### config.mk
export PLATFORM = sky130hd
export DESIGN_NAME = debounce_sync
export DESIGN_NICKNAME = d
export VERILOG_FILES = /design/src/rtl/debounce_sync.sv
export SDC_FILE = /design/constraint.sdc
export NUM_CORES = 1
export LEC_CHECK = 0
export ABC_AREA = 1
export CAP_MARGIN = 10
export CORE_MARGIN = 10
export CORE_UTILIZATION = 46
export CTS_CLUSTER_DIAMETER = 30
export DETAILED_ROUTE_END_ITERATION = 8
export PLACE_DENSITY = 0.71
export SLEW_MARGIN = 15
export SYNTH_ARGS = -nofsm -noshare
export SYNTH_HDL_FRONTEND = slang
export SYNTH_SLANG_ARGS = --single-unit
### constraint.sdc
create_clock -name clk -period 1.2 [get_ports clk]
set_input_delay 0.12 -clock clk [delete_from_list [all_inputs] [get_ports clk]]
set_output_delay 0.12 -clock clk [all_outputs]
set_load 0.01 [all_outputs]
### src/rtl/debounce_sync.sv
// Input conditioning: synchronizes a raw asynchronous level, debounces it with a
// qualification counter, and reports qualified edges plus a saturating glitch count.
module debounce_sync #(
  parameter int SYNC_STAGES     = 2,
  parameter int DEBOUNCE_CYCLES = 4,
  localparam int CNT_W          = $clog2(DEBOUNCE_CYCLES + 1)
) (
  input  logic       clk,
  input  logic       reset,
  input  logic       din,
  output logic       q,
  output logic       rise,
  output logic       fall,
  output logic       busy,
  output logic [7:0] glitch_cnt
);

  typedef enum logic [1:0] {
    STABLE_LOW,
    QUAL_HIGH,
    STABLE_HIGH,
    QUAL_LOW
  } state_t;

  localparam logic [CNT_W-1:0] CNT_LAST = CNT_W'(DEBOUNCE_CYCLES - 1);
  localparam logic [CNT_W-1:0] CNT_ONE  = CNT_W'(1);

  logic [SYNC_STAGES-1:0] sync_q;
  logic                   s;

  state_t           state_q, state_d;
  logic [CNT_W-1:0] cnt_q, cnt_d;
  logic             q_q, q_d;
  logic             rise_q, rise_d;
  logic             fall_q, fall_d;
  logic             busy_q, busy_d;
  logic [7:0]       glitch_q, glitch_d;

  assign s = sync_q[SYNC_STAGES-1];

  always_ff @(posedge clk or negedge reset) begin
    if (!reset) begin
      sync_q <= '0;
    end else begin
      sync_q <= {sync_q[SYNC_STAGES-2:0], din};
    end
  end

  always_ff @(posedge clk or negedge reset) begin
    if (!reset) begin
      state_q  <= STABLE_LOW;
      cnt_q    <= '0;
      q_q      <= 1'b0;
      rise_q   <= 1'b0;
      fall_q   <= 1'b0;
      busy_q   <= 1'b0;
      glitch_q <= '0;
    end else begin
      state_q  <= state_d;
      cnt_q    <= cnt_d;
      q_q      <= q_d;
      rise_q   <= rise_d;
      fall_q   <= fall_d;
      busy_q   <= busy_d;
      glitch_q <= glitch_d;
    end
  end

  always_comb begin
    state_d  = state_q;
    cnt_d    = cnt_q;
    q_d      = q_q;
    rise_d   = 1'b0;
    fall_d   = 1'b0;
    glitch_d = glitch_q;

    unique case (state_q)
      STABLE_LOW: begin
        if (s) begin
          cnt_d   = CNT_ONE;
          state_d = QUAL_HIGH;
        end
      end
      QUAL_HIGH: begin
        if (!s) begin
          cnt_d   = '0;
          state_d = STABLE_LOW;
          if (glitch_q != '1) glitch_d = glitch_q + 8'd1;
        end else if (cnt_q == CNT_LAST) begin
          cnt_d   = '0;
          q_d     = 1'b1;
          rise_d  = 1'b1;
          state_d = STABLE_HIGH;
        end else begin
          cnt_d = cnt_q + CNT_ONE;
        end
      end
      STABLE_HIGH: begin
        if (!s) begin
          cnt_d   = CNT_ONE;
          state_d = QUAL_LOW;
        end
      end
      QUAL_LOW: begin
        if (s) begin
          cnt_d   = '0;
          state_d = STABLE_HIGH;
          if (glitch_q != '1) glitch_d = glitch_q + 8'd1;
        end else if (cnt_q == CNT_LAST) begin
          cnt_d   = '0;
          q_d     = 1'b0;
          fall_d  = 1'b1;
          state_d = STABLE_LOW;
        end else begin
          cnt_d = cnt_q + CNT_ONE;
        end
      end
      default: begin
        state_d = STABLE_LOW;
        cnt_d   = '0;
      end
    endcase

    // busy is registered from the next state so it tracks the qualifying states exactly
    busy_d = (state_d == QUAL_HIGH) || (state_d == QUAL_LOW);
  end

  assign q          = q_q;
  assign rise       = rise_q;
  assign fall       = fall_q;
  assign busy       = busy_q;
  assign glitch_cnt = glitch_q;

endmodule

Word-level counts from Yosys, hierarchy flattened. Cells that the tools add are included.

Bitwise logic cells: 0. Mux-type cells: 27. $mul: 0. $add $sub $neg: 2. Shift-type cells: 0. Order comparisons: 0. Equal/unequal tests: 15. Reduce and logical (&&, ||, !) cells: 6. Div/mod/pow operators: 0.

Operators with widths (number): $mux W8 (3); $ne A2 B2 Y1 const B (8); $pmux W8 S2 (1); $mux W3 (5); $mux W2 (6); $pmux W3 S4 (1); $mux W1 (9); $add A8 B1 Y8 const B (1); $ne A8 B8 Y1 const B (1); $pmux W2 S4 (1); $eq A2 B2 Y1 const B (3); $reduce_and A5 Y1 (1); $eq A2 B1 Y1 const B (2); $add A3 B1 Y3 const B (1); $eq A3 B2 Y1 const B (1); $reduce_and A3 Y1 (1); $logic_not A2 Y1 (1); $pmux W1 S2 (1); $reduce_and A2 Y1 (1); $reduce_bool A2 Y1 (1); $logic_or A1 B1 Y1 (1).

Bits in latches: 0. Logic and storage cells: 58. Flip-flop bits (word level): 19. Bits in read-only memories: 0. Memories: 0. Output and inout port bits: 12. RAM bits: 0. Bits of input ports: 3.

Longest topological paths before layout.
Depth after elaboration: 6. Depth in mapped cells: 7. Depth with buffers taken out: 7.

Least setup slack after synthesis. OpenSTA, ideal clock, no wires.

Kind: reg-to-reg. Start: register glitch_q[0], in the netlist glitch_cnt[0]. End: register glitch_q[5], in the netlist glitch_cnt[5]. Path slack: -0.023 ns. Stages on the path, launching flop included: 7. Buffers on the path: 0. Data required time: 1.135 ns. Clock period less this slack: 1.223 ns. Library setup time: 0.065 ns. Data arrival time: 1.158 ns. Path through: dfrtp_1 > ha_1 > nand3_2 > nor2_1 > nor2_2 > nand2_1 > nand2_1.

Cells in the longest elaborated chain, start to end: 4. Elaborated cells between the ends (all ways): 6. Those cells by class: 1 x add/sub; 1 x eq/ne; 4 x mux.

RTL lines: start, declared (RTL line 37) `logic [7:0] glitch_q, glitch_d;`; start signal, assigned (RTL line 65) `glitch_q <= glitch_d;`; $add A8 B1 Y8 or $ne A8 B8 Y1 (tied branches) (RTL line 88, 108); $mux W8 (*) (RTL line 88, 108); $mux W8 (on tied branches) (RTL line 105, 85); $pmux W8 S2 (*) (RTL line 77) `unique case (state_q)`.

Mark *: on every way between the ends. The rest lies on a longest branch, timed or not. The select of a mux whose other input is x is not followed. A chain may end at the register's enable or synchronous reset.

Final worst setup path.
Start: register glitch_q[4], in the netlist glitch_cnt[4]. End: register glitch_q[5], in the netlist glitch_cnt[5].

Same word-level chain as after synthesis.

==> impl_results.md <==
* Final period utilization at 1.029
* Cell Area, Synth at 905.9 µm²
* Data required, critical path at 1390 ps
* Net Count, Synth at 115
* Max Cap Viol at 0
* Overall Power at 2.457 mW
* Final WL at 1996 µm
* Initial DRC Count at 17
* Starting Density at 0.5028
* Area after DPL at 1144 µm²
* Initial antenna violation count at 0
* Fmax at 0.8100 GHz
* Top cell type's share of synthesized area at 0.5249
* IO Pins at 15
* Cells after Synth at 110
* GRT Total Usage at 0.09562
* H-tree depth at 1
* DR WL/cell at 11.88 µm
* Pre-CTS WS at -43.91 ps
* Worst clock skew at 0.6703 ps
* Total core area at 1802 µm²
* # DRC at 0
* DP HPWL at 1341 µm
* DIE WIDTH at 64.38 µm
* Worst Setup Start Kind: flip-flop
* Flop pwr share at 0.394
* Die area at 4144 µm²
* FF/Latch Area at 476.7 µm²
* First-pass GRT wire length at 3256 µm
* Clock Sinks at 19
* CP arrival at 1430 ps
* Nets at 149
* Post-layout util at 0.7153
* Part of the power in combinational logic at 0.475
* Critical path type: flip-flop to flip-flop
* Flop-to-flop setup slack at -30 ps
* Final ANT Viol Nets at 0
* Worst Tran Pin Value at 321.0 ps
* PwrDens at 1907 nW/µm²
* I/O Buffers at 14
* DR vias/cell at 4.649
* Psw at 988.4 µW
* Share of post-route cells with drive strength above 1 at 0.3427
* Area of the multi-input gates at 452.9 µm²
* Synthesized flop and latch total at 19
* Leakage power at 0.7007 nW
* CTS root buffer: clkbuf_4
* Peak supply drop at 0.001368 V
* Slew HR at 0.7860
* Crit. End Element: flip-flop
* # setup viols final at 8
* Largest net degree at the start of global routing at 20
* Area leader, netlist: dfrtp_1
* Hold Path Class: input pin to async pin
* Final instance area at 1289 µm²
* Pre-antenna DRT Iters at 4
* CTS tree: yes
* Max clock buf depth at 2
* Worst-Skew Late Latency at 290 ps
* Ys Warns at 0
* Site row count at 15
* Internal Power at 1.469 mW
* Failing checks: setup timing
* Syn avg cell area at 8.235 µm²
* Post-synthesis sequential area ratio at 0.5249
* Status: finished with violations
* Number of global-route vias before repair at 753
* Synth-to-layout area growth at 42.27%
* Area contributors post-synth: dfrtp_1, nand2_1, inv_1, o21ai_0, ha_1
* Hold Violations, Final at 0
* Distinct cell type count after synthesis at 17
* Slew Limit Fails at 0
* # hold bufs at CTS at 0
* Die span in y at 64.38 µm
* Antenna diode count at 0
* Post-route minimum period at 1235 ps
* Setup_tns at -150.0 ps
* Clock power share at 0.131
* Final Worst Setup Slack at -34.53 ps
* Routed vias at 781
* Inserted Clock Buffers at 3
* Routability Congestion at 0.8362
* Sw Ratio at 0.4023
* RSZ-0062 raised after global routing: true
* Clk pin slew, worst setup/hold paths at 110 ps
* # fillers at 156
* Crit-path max FO at 4
* GRT Residual Overflow at 0
[synthesized netlist by cell type]
| master | number |
|---|---|
| inv_2 | 2 |
| nand2_1 | 43 |
| dfrtp_1 | 19 |
| a21oi_1 | 2 |
| nor2_2 | 3 |
| xor2_1 | 2 |
| nand3_1 | 5 |
| nor2_1 | 6 |
| clkbuf_2 | 1 |
| nand2_4 | 1 |
| o21ai_0 | 6 |
| nand2_2 | 3 |
| inv_1 | 11 |
| ha_1 | 2 |
| xnor2_1 | 1 |
| nand3_2 | 2 |
| a21boi_1 | 1 |
[critical path, stage by stage (launching register included)]
cell     delay, ps
dfrtp_1        400
buf_6          130
nand2_4         60
inv_2           70
nand2_2         50
nor2_2         120
nor2_2          60
buf_4          150
nand2_1         60
nand2_1         40
[cells by family (layout without fill, tap and decap cells)]
logic type	count (synthesis)	count (layout)	share of synthesized area
simple gates	63	63	0.3066
flops	19	19	0.5249
buf+inv	14	47	0.05939
compound gates	9	9	0.05249
xor+xnor	3	3	0.02901
fa+ha+maj	2	2	0.02762
[metrics by stage]
step | hold WS [ps] | instances
2_1_floorplan | -175.6 | 110
3_3_place_gp | 334.6 | 157
3_5_place_dp | 339.6 | 157
4_1_cts | 148.4 | 165
5_1_grt | 140.9 | 168
6_report | 143.6 | 168
[cells in the final DEF, fill, tap and decap left out, types with 2 or more instances in the layout]
cell,count
nand2_1,35
dfrtp_1,18
buf_4,13
dlygate4sd2_1,10
inv_1,9
nand2_2,9
nand3_1,5
inv_2,4
nor2_4,3
nand2_4,3
nor2_1,3
nor2_2,3
o21ai_0,3
clkbuf_4,3
buf_6,3
o21ai_1,2
a21oi_1,2
xor2_1,2
clkdlybuf4s50_1,2
[repair_timing]
action                     in CTS  in global routing
gates cloned                    0                  0
resized for setup              20                 24
pin swaps                       0                  5
setup endpoints to repair      22                 11
buffers inserted                4                  3
[worst paths after layout]
kind                                                 from                   endpoint  depth (start not counted)
worst max-delay path            glitch_cnt[4]$_DFFE_PN0P_  glitch_cnt[5]$_DFFE_PN0P_                          9
worst min-delay path                                reset       cnt_q[2]$_DFFE_PN0P_                          2
worst max register to register  glitch_cnt[4]$_DFFE_PN0P_  glitch_cnt[5]$_DFFE_PN0P_                          9
worst min register to register        sync_q[0]$_DFF_PN0_        sync_q[1]$_DFF_PN0_                          0
max in group asynchronous                           reset  glitch_cnt[0]$_DFFE_PN0P_                          2
min in group clk                                      din        sync_q[0]$_DFF_PN0_                          1
[cell type report]
cell class | count | share of cell area
Clock buffer | 3 | 0.01748
Tap cell | 25 | 0.02427
Sequential cell | 19 | 0.3699
Timing Repair Buffer | 30 | 0.1932
Inverter | 13 | 0.03786
Multi-Input combinational cell | 77 | 0.3515
Clock inverter | 1 | 0.005825
[flip-flops by register name (all words and copies together), names as in the netlist]
name        count
busy            1
glitch_cnt      8
sync_q          2
rise            1
cnt_q           3
q               1
state_q         2
fall            1
[power by group through the flow]
stage | Sequential [mW] | Combinational, mW | Clock, mW
3_5_place_dp | 0.989 | 0.988 | 0
4_1_cts | 0.935 | 1.04 | 0.334
3_3_place_gp | 0.985 | 0.952 | 0
2_1_floorplan | 1.02 | 0.494 | 0
5_1_grt | 0.992 | 1.31 | 0.371
6_report | 0.968 | 1.17 | 0.322
[layer usage]
metal,track usage,share of wire
met5,0,0
met4,0.02674,0.0075
met3,0.04007,0.052
met2,0.1490,0.49
met1,0.1177,0.45
Note: power is estimated with default switching activity, not from simulation.
